**src/rtl/down_counter_timer.sv**
```systemverilog
// down_counter_timer: loadable down-counter with terminal-count pulse.
// A load captures a start value and a reload mode. The count decrements once
// per non-paused clock in RUN. On reaching zero the block either parks in DONE
// (one-shot) or reloads and keeps running (auto-reload). Every output comes
// straight from a flop.
module down_counter_timer #(
    parameter int WIDTH = 4
) (
    input  logic             clk,
    input  logic             reset,
    input  logic             clear,
    input  logic             load,
    input  logic [WIDTH-1:0] load_value,
    input  logic             auto_reload,
    input  logic             pause,
    output logic [WIDTH-1:0] q,
    output logic             busy,
    output logic             done,
    output logic             tc
);

    typedef enum logic [1:0] {
        IDLE = 2'd0,
        RUN  = 2'd1,
        DONE = 2'd2
    } state_t;

    localparam logic [WIDTH-1:0] ZERO = '0;
    localparam logic [WIDTH-1:0] ONE  = WIDTH'(1);

    state_t           state_reg, state_next;
    logic [WIDTH-1:0] q_reg, q_next;
    logic [WIDTH-1:0] reload_reg, reload_next;
    logic             mode_reg, mode_next;
    logic             tc_reg, tc_next;
    logic             busy_reg, busy_next;
    logic             done_reg, done_next;

    // State, count, captured reload settings and registered flags.
    always_ff @(posedge clk or posedge reset) begin
        if (reset) begin
            state_reg  <= IDLE;
            q_reg      <= ZERO;
            reload_reg <= ZERO;
            mode_reg   <= 1'b0;
            tc_reg     <= 1'b0;
            busy_reg   <= 1'b0;
            done_reg   <= 1'b0;
        end else begin
            state_reg  <= state_next;
            q_reg      <= q_next;
            reload_reg <= reload_next;
            mode_reg   <= mode_next;
            tc_reg     <= tc_next;
            busy_reg   <= busy_next;
            done_reg   <= done_next;
        end
    end

    // Next-state and next-output logic. Priority is clear > load > pause > count.
    // tc defaults low so that it is a single-cycle pulse unless re-armed.
    always_comb begin
        state_next  = state_reg;
        q_next      = q_reg;
        reload_next = reload_reg;
        mode_next   = mode_reg;
        tc_next     = 1'b0;

        if (clear) begin
            // The captured reload value and mode survive a clear.
            state_next = IDLE;
            q_next     = ZERO;
        end else if (load) begin
            reload_next = load_value;
            mode_next   = auto_reload;
            q_next      = load_value;
            if (load_value != ZERO) begin
                state_next = RUN;
            end else begin
                // A zero start value is already at terminal count.
                tc_next    = 1'b1;
                state_next = auto_reload ? RUN : DONE;
            end
        end else begin
            unique case (state_reg)
                IDLE: begin
                    // Hold until a load arrives.
                end
                RUN: begin
                    if (pause) begin
                        // Count and state are frozen; tc is already defaulted low.
                    end else if (q_reg > ONE) begin
                        q_next = q_reg - ONE;
                    end else if (q_reg == ONE) begin
                        q_next  = ZERO;
                        tc_next = 1'b1;
                        if (!mode_reg) begin
                            state_next = DONE;
                        end
                    end else if (mode_reg) begin
                        // The zero cycle of auto-reload mode: restart the period.
                        q_next  = reload_reg;
                        tc_next = (reload_reg == ZERO);
                    end else begin
                        // RUN at zero in one-shot mode cannot be reached from a
                        // load. Treat it as finished so the block cannot stick.
                        state_next = DONE;
                    end
                end
                DONE: begin
                    q_next = ZERO;
                end
                default: begin
                    state_next = IDLE;
                    q_next     = ZERO;
                end
            endcase
        end

        busy_next = (state_next == RUN);
        done_next = (state_next == DONE);
    end

    assign q    = q_reg;
    assign busy = busy_reg;
    assign done = done_reg;
    assign tc   = tc_reg;

endmodule

```
**config.mk**
```make
export PLATFORM = sky130hd
export DESIGN_NAME = down_counter_timer
export DESIGN_NICKNAME = d
export VERILOG_FILES = /design/src/rtl/down_counter_timer.sv
export SDC_FILE = /design/constraint.sdc
export NUM_CORES = 1
export LEC_CHECK = 0
export CAP_MARGIN = 5
export CORE_MARGIN = 2
export CORE_UTILIZATION = 43
export CTS_CLUSTER_DIAMETER = 120
export DETAILED_ROUTE_END_ITERATION = 8
export GPL_ROUTABILITY_DRIVEN = 0
export PLACE_DENSITY_LB_ADDON = 0.08
export SLEW_MARGIN = 20
export SYNTH_ARGS = -nofsm -noshare
export SYNTH_HDL_FRONTEND = slang
export SYNTH_SLANG_ARGS = --single-unit
```
**constraint.sdc**
```tcl
create_clock -name clk -period 1.93 [get_ports clk]
set_clock_uncertainty 0.15 [all_clocks]
set_input_delay 0.193 -clock clk [delete_from_list [all_inputs] [get_ports clk]]
set_output_delay 0.193 -clock clk [all_outputs]
set_load 0.005 [all_outputs]
```
* Yosys cells after proc, flatten, opt, wreduce, memory -nomap -nowiden
Cells that the tools add are included.
** Word-level totals
- Output and inout port bits :: 7
- Register bits after elaboration :: 14
** Cells by class
- Order comparisons :: 1
- $add $sub $neg :: 1
- Reductions and logical operators :: 6
- Eq/ne operators :: 8
- Bitwise operators :: 1
- Muxes and demuxes :: 23
** Operator list (count)
- $mux W4 :: 6
- $mux W2 :: 7
- $mux W1 :: 8
- $pmux W4 S2 :: 1
- $ne A6 B6 Y1 const B :: 1
- $eq A2 B1 Y1 const B :: 2
- $eq A2 B2 Y1 const B :: 2
- $eq A4 B1 Y1 const B :: 1
- $gt A4 B1 Y1 const B :: 1
- $logic_not A4 Y1 :: 1
- $ne A4 B4 Y1 const B :: 1
- $pmux W2 S2 :: 1
- $reduce_bool A4 Y1 :: 1
- $sub A4 B1 Y4 const B :: 1
- $ne A3 B3 Y1 const B :: 1
- $reduce_and A3 Y1 :: 1
- $logic_not A2 Y1 :: 1
- $reduce_and A2 Y1 :: 1
- $reduce_or A2 Y1 :: 1
- $not A1 Y1 :: 1

* Depth between registers and ports, before layout
Gate-level depths: netlist of the first run.
- Word-level depth :: 8
- Gate-level depth with buffers :: 6
- Mapped depth without buffers :: 6

* Worst setup path before layout of the first run
No wires, ideal clock.
- Path kind :: register -> register
- Start :: register q_reg[0] (netlist: q[0])
- End :: register q_reg[2] (netlist: q[2])
- Setup slack :: -0.013 ns
- Cell stages (with the launch flop) :: 7
- Data arrival time :: 1.672 ns
- Required time :: 1.659 ns
- Cells stage by stage :: dfrtp_1 inv_1 ha_1 or2_4 a311oi_4 o22ai_1 a22o_1
** Between the ends
- Longest elaborated chain between the ends :: 7
** RTL lines
- start: declaration :: RTL line 32 : logic [WIDTH-1:0] q_reg, q_next;
- start signal: assignment :: RTL line 51 : q_reg <= q_next;
- parallel branches: the longest is 7 deep, another holds $sub A4 B1 Y4
Several ways; the timed one is not identified. The select of a mux whose other input is x is not followed.
A chain may end at the register's enable or synchronous reset.

* Worst setup path in the final report of the first run
Same ends and word-level chain as after synthesis.

==> run metrics, run 1 <==
maximum vdd drop 0.5269 mV; Reg clk slew, reported paths 80 ps; H-tree depth 1; Max Fclk 548.9 MHz; Fillers 159; RSZ-0062 raised after global routing no; register bit total from synthesis 14; Setup Buffers After CTS 0; final total power 0.7254 mW; overflow left after global routing 0; Pre-Repair DR Iteration Count 4; Cell Rows 15; CP max FO 4; WL final 1836 um; multi-input logic area 407.9 um2; CP Class flop to flop; I/O Buffers 16; Placed Instance Area 1049 um2; Final setup viols 0; pre-CTS WS -33.64 ps; slowest CP cell dfrtp_1; CP endpoint kind flop; CTS Buf Count 3; Syn Inst Count 85; Die Height 46.58 um; CP top delay family simple AND/OR/NAND/NOR gates; Bufs and invs on worst path 1; Synth Area per Inst 9.171 um2; CTS tree done; post-synthesis sequential area ratio 0.4494; Min-Delay Path Class primary input to async pin; vias per cell 5.230; final net count 128; worst path cell trace ha_1, buf_4, nor2_1, a311oi_4, or2_4, a22o_1; status finished, final reports clean; synth warn 0; Storage cell area 350.3 um2; CP max stage delay 400 ps; final hold viol count 0; startpoint types flop; largest area contributor in the netlist dfrtp_1; core region area 1708 um2; Post-DP HPWL 1470 um; Slew Limit Fails 0; vias in the first global route 703; die width 46.58 um; Post-synth EDFFs 0; Period minus WS final 1822 ps; final worst-path cycle share 0.9439; ys flop type dfrtp_1; later-pin clock latency in the skew report 280 ps; Final ANT Viol Nets 0; commonest cells in the netlist nand2_1 (15), dfrtp_1 (14), a21oi_1 (9), inv_1 (7); syn_nets 97; Residual DRC 0; final instance area 1074 um2; most frequent cell after synthesis nand2_1; first-pass GRT wire length 3187 um; Synth area leaders dfrtp_1 (45%), nand2_1 (7.2%), a21oi_1 (5.8%), a311oi_4 (3.4%), inv_1 (3.4%); WP data arrival 1840 ps; Req. time, crit path 1950 ps; wire per inst 13.21 um; Max clock buf depth 2; Synth cell types 27; vias 727; Tot GR Track Use 0.2129; hold_buf cts 0; final worst-path setup slack 108.3 ps; Starting Density 0.4564; layout cell share with drive strength beyond 1 0.1754; Top-Level Pins 17; Tightest Pin Transition 530.8 ps; ys async rst share 1.000; post-synthesis instance area 779.5 um2; relative slew slack 0.6458; Pleak 0.4766 nW; DIE AREA 2169 um2; largest net degree at the start of global routing 15; Synth top area share 0.4494; Iter 0 DRT Violations 8; root buffer cell clkbuf_4; initial antenna violation count 0; Layout Area Growth over Synthesis 37.72%; antenna diode count 0; CTS sink cnt 14; Power per Cell Area 675.7 nW/um2; max_cap viols 0
[layer usage]
layer / track usage / wire [um]
met4: 0.1029 / 42
met3: 0.04706 / 72
met1: 0.2819 / 865
met5: 0 / 0
met2: 0.3250 / 856
[what timing repair did]
item,CTS,global route
gates resized for setup,0,1
setup endpoints to repair,0,2
hold endpoints to repair,0,0
[final cells by class]
cell class	count	share of cell area
Multi-Input combinational cell	64	0.3800
Sequential cell	14	0.3263
Timing Repair Buffer	26	0.2191
Tap cell	25	0.02914
Inverter	7	0.02448
Clock buffer	3	0.02098
[cell families (layout without fill, tap and decap cells)]
kind of cell,Yosys count,in the layout,synth area share
AO/OA/AOI/OAI,24,24,0.2151
flip-flops,14,14,0.4494
AND/OR/NAND/NOR,38,38,0.2697
adder cells (fa/ha/maj),2,2,0.03210
buffers and inverters,7,36,0.03371
[cells in the final DEF (no fill, tap or decap), drive strengths merged]
cell type	synthesis	routed
a21oi	9	9
a22o	1	1
a22oi	1	1
a311oi	1	1
a31oi	3	3
and4	2	2
and4b	1	1
buf	0	10
clkbuf	0	3
clkdlybuf4s50	0	16
dfrtp	14	14
ha	2	2
inv	7	7
nand2	15	15
nand2b	4	4
nand3	2	2
nor2	2	2
nor2b	1	1
nor3	4	4
nor4	1	1
o21ai	3	3
o22ai	1	1
o31ai	3	3
o32ai	1	1
o41ai	1	1
or2	2	2
or3	3	3
or4	1	1
[worst register-to-register path: cells and delay by family (launching register included)]
family          cells  cell delay [ps]
flops               1              400
fa+ha+maj           1              230
simple gates        2              450
buf+inv             1              150
compound gates      2              330
[where the power goes]
part | leakage (nW) | total (mW) | switching (mW) | internal (mW)
combinational | 0.283 | 0.222 | 0.107 | 0.115
clock | 0.0138 | 0.162 | 0.0894 | 0.0725
sequential | 0.180 | 0.342 | 0.0220 | 0.320
total | 0.477 | 0.725 | 0.218 | 0.507
[per-stage QoR]
| step | std cells | utilization | hold WS (ps) | setup TNS (ps) |
|---|---|---|---|---|
| floorplan | 85 | - | -67.78 | 0 |
| global placement | 136 | 0.6139 | 342.3 | 0 |
| detailed placement | 136 | 0.6139 | 341.2 | -47.03 |
| CTS | 139 | 0.6271 | 104.3 | 0 |
| global route | 139 | 0.6286 | 143.5 | 0 |
| finish | 139 | 0.6286 | 93.19 | 0 |
[final timing paths]
kind	startpoint	end	slack, ps	cells after the start
max	q[0]	q[2]	110	6
min	reset	mode_reg	90	2
max reg2reg	q[0]	q[2]	110	6
min reg2reg	reload_reg[0]	reload_reg[0]	360	2
max in group asynchronous	reset	q[3]	1190	2
min in group clk	auto_reload	mode_reg	310	3
No activity file was read; power rests on OpenSTA's default activity.
==> run 2, diff against run 1 <==
--- a/config.mk
+++ b/config.mk
@@ -8,10 +8,12 @@
 export CAP_MARGIN = 5
 export CORE_MARGIN = 2
 export CORE_UTILIZATION = 43
+export CTS_BUF_LIST = sky130_fd_sc_hd__clkbuf_16
 export CTS_CLUSTER_DIAMETER = 120
 export DETAILED_ROUTE_END_ITERATION = 8
 export GPL_ROUTABILITY_DRIVEN = 0
 export PLACE_DENSITY_LB_ADDON = 0.08
+export RECOVER_POWER = 100
 export SLEW_MARGIN = 20
 export SYNTH_ARGS = -nofsm -noshare
 export SYNTH_HDL_FRONTEND = slang
==> run 2 against run 1 <==
Compared with the run above:
- non-clock buffer count unchanged
- global-route usage up 0.24 points
- sequential cell count unchanged
- first-iteration DRC count up 50%
- clock-buffer cell count unchanged
- worst setup slack worse by 5.6 ps
- combinational power down 4%
- routed wire length up 5.0%
- sequential share of layout area down 1.0 points
- largest cell class unchanged
==> run metrics, run 2 (synthesized netlist as in run 1, its figures left out) <==
Starting Density 0.4564 (unchanged); CTS tree done; Cell Rows 15 (unchanged); R2R Path End q[2]; switch share 0.2534 (-0.04759); GR Layer Usage met2 0.3500 (+0.02500); hold_ws 281.0 ps (+187.8 ps); startpoint types flop; pre-CTS WS -33.64 ps (unchanged); final hold viol count 0 (unchanged); Min-Delay Path Class primary input to async pin; CTS Buf Count 3 (unchanged); vias 746 (+2.6%); antenna diode count 0 (unchanged); CP Class flop to flop; WL final 1928 um (+5.0%); met3 usage 0.03529 (-0.01176); Period minus WS final 1827 ps (+5.611 ps); final worst-path cycle share 0.9468 (+0.002907); Final ANT Viol Nets 0 (unchanged); CTS sink cnt 14 (unchanged); busiest grt layer met2; root buffer cell clkbuf_16; Max Fclk 547.2 MHz (-0.31%); CP max FO 4 (unchanged); Post-DP HPWL 1470 um (unchanged); max_cap viols 0 (unchanged); largest net degree at the start of global routing 15 (unchanged); later-pin clock latency in the skew report 240 ps (-40 ps); post-cts resize count 0 (unchanged); Top-Level Pins 17 (unchanged); Layout Area Growth over Synthesis 42.05%; Placed Instance Area 1049 um2 (unchanged); Die Height 46.58 um (unchanged); Reg clk slew, reported paths 40 ps (-40 ps); vias per cell 5.367 (+2.6%); final instance area 1107 um2 (+3.1%); Slew Limit Fails 0 (unchanged); maximum vdd drop 0.7014 mV (+33%); vias in the first global route 724 (+3.0%); commonest cells after routing, fill and taps aside nand2_1 (15), dfrtp_1 (14), a21oi_1 (9), clkdlybuf4s50_1 (9); cell-internal power 0.6970 mW (+37%); Final setup viols 0 (unchanged); Tightest Pin Transition 530.1 ps (-0.6734 ps); final net count 128 (unchanged); I/O Buffers 16 (unchanged); RSZ-0062 raised after global routing no; most common cell after layout, fill and taps aside nand2_1; core region area 1708 um2 (unchanged); initial antenna violation count 0 (unchanged); sequential cell fraction of total power 0.368 (-0.103); flop-to-flop setup slack 100 ps (about the same); overflow left after global routing 0 (unchanged); Residual DRC 0 (unchanged); DIE AREA 2169 um2 (unchanged); reg2reg path depth 6 (unchanged); Tot GR Track Use 0.2153 (+0.002419); GR Util met1 0.2892 (+0.007229); hold_buf cts 0 (unchanged); die width 46.58 um (unchanged); first-pass GRT wire length 3284 um (+3.0%); Critical Path Start q[0]; CP endpoint kind flop; switching power of the nets 0.2365 mW (+8.3%); status finished, final reports clean; final total power 0.9336 mW (+29%); Pre-Repair DR Iteration Count 4 (unchanged); Req. time, crit path 1900 ps (-50 ps); WP data arrival 1800 ps (-40 ps); Max clock buf depth 2 (unchanged); Pleak 0.4945 nW (+3.8%); Power per Cell Area 843.1 nW/um2 (+25%); wire per inst 13.87 um (+5.0%); Setup Buffers After CTS 0 (unchanged); Iter 0 DRT Violations 12 (+4); relative slew slack 0.6462 (about the same); layout cell share with drive strength beyond 1 0.1316 (-0.04386); r2r startpoint q[0]; combinational power share 0.230 (-0.076); power share of the clock group 0.402 (+0.179); H-tree depth 1 (unchanged); final worst-path setup slack 102.6 ps (-5.611 ps); Final Util 0.6484 (+0.01978)
[run 2: changes by cell type in the layout (fill, tap and decap cells not counted)]
cell / change
clkbuf_16: +3
clkdlybuf4s50_1: -7
clkbuf_4: -3
or4_4: -1
buf_4: -4
dlygate4sd3_1: +7
clkbuf_1: +4
or4_1: +1
[run 2: worst max-delay path by stage]
stage	endpoint	slack, ps	depth (start not counted)
2_1_floorplan	q[2]	20	6
6_report	q[2]	100	6
5_1_grt	q[1]	40	7
3_5_place_dp	state_reg[1]	-30	5
3_3_place_gp	done	20	5
4_1_cts	q[2]	80	6
[run 2: final cells by class]
class,count,area (um2)
Fill cell,148,600.6
Multi-Input combinational cell,64,404.1
Sequential cell,14,350.3
Timing Repair Buffer,26,220.2
Clock buffer,3,75.07
Tap cell,25,31.28
Inverter,7,26.28
[run 2: metal layers]
layer / wire, um / vias up
met4: 10 / 0
met2: 950 / 28
met1: 857 / 347
met5: 0 / -
li1: - / 369
met3: 108 / 2
[run 2: critical path: stages, from the launching register on]
cell      delay [ps]
dfrtp_1          390
ha_1             230
buf_4            160
nor2_1           160
a311oi_4         130
or2_4            290
a22o_1           200
[run 2: stage by stage]
stage / TNS [ps] / cells
6_report: 0 / 139
4_1_cts: 0 / 139
3_3_place_gp: 0 / 136
3_5_place_dp: -47.03 / 136
5_1_grt: 0 / 139
2_1_floorplan: 0 / 85
[run 2: power by group through the flow]
stage / sequential, mW / combinational [mW] / clock [mW]
final: 0.344 / 0.214 / 0.376
after global routing: 0.346 / 0.238 / 0.396
after floorplan: 0.348 / 0.114 / 0
after CTS: 0.344 / 0.221 / 0.378
after detailed placement: 0.348 / 0.218 / 0
after global placement: 0.347 / 0.216 / 0
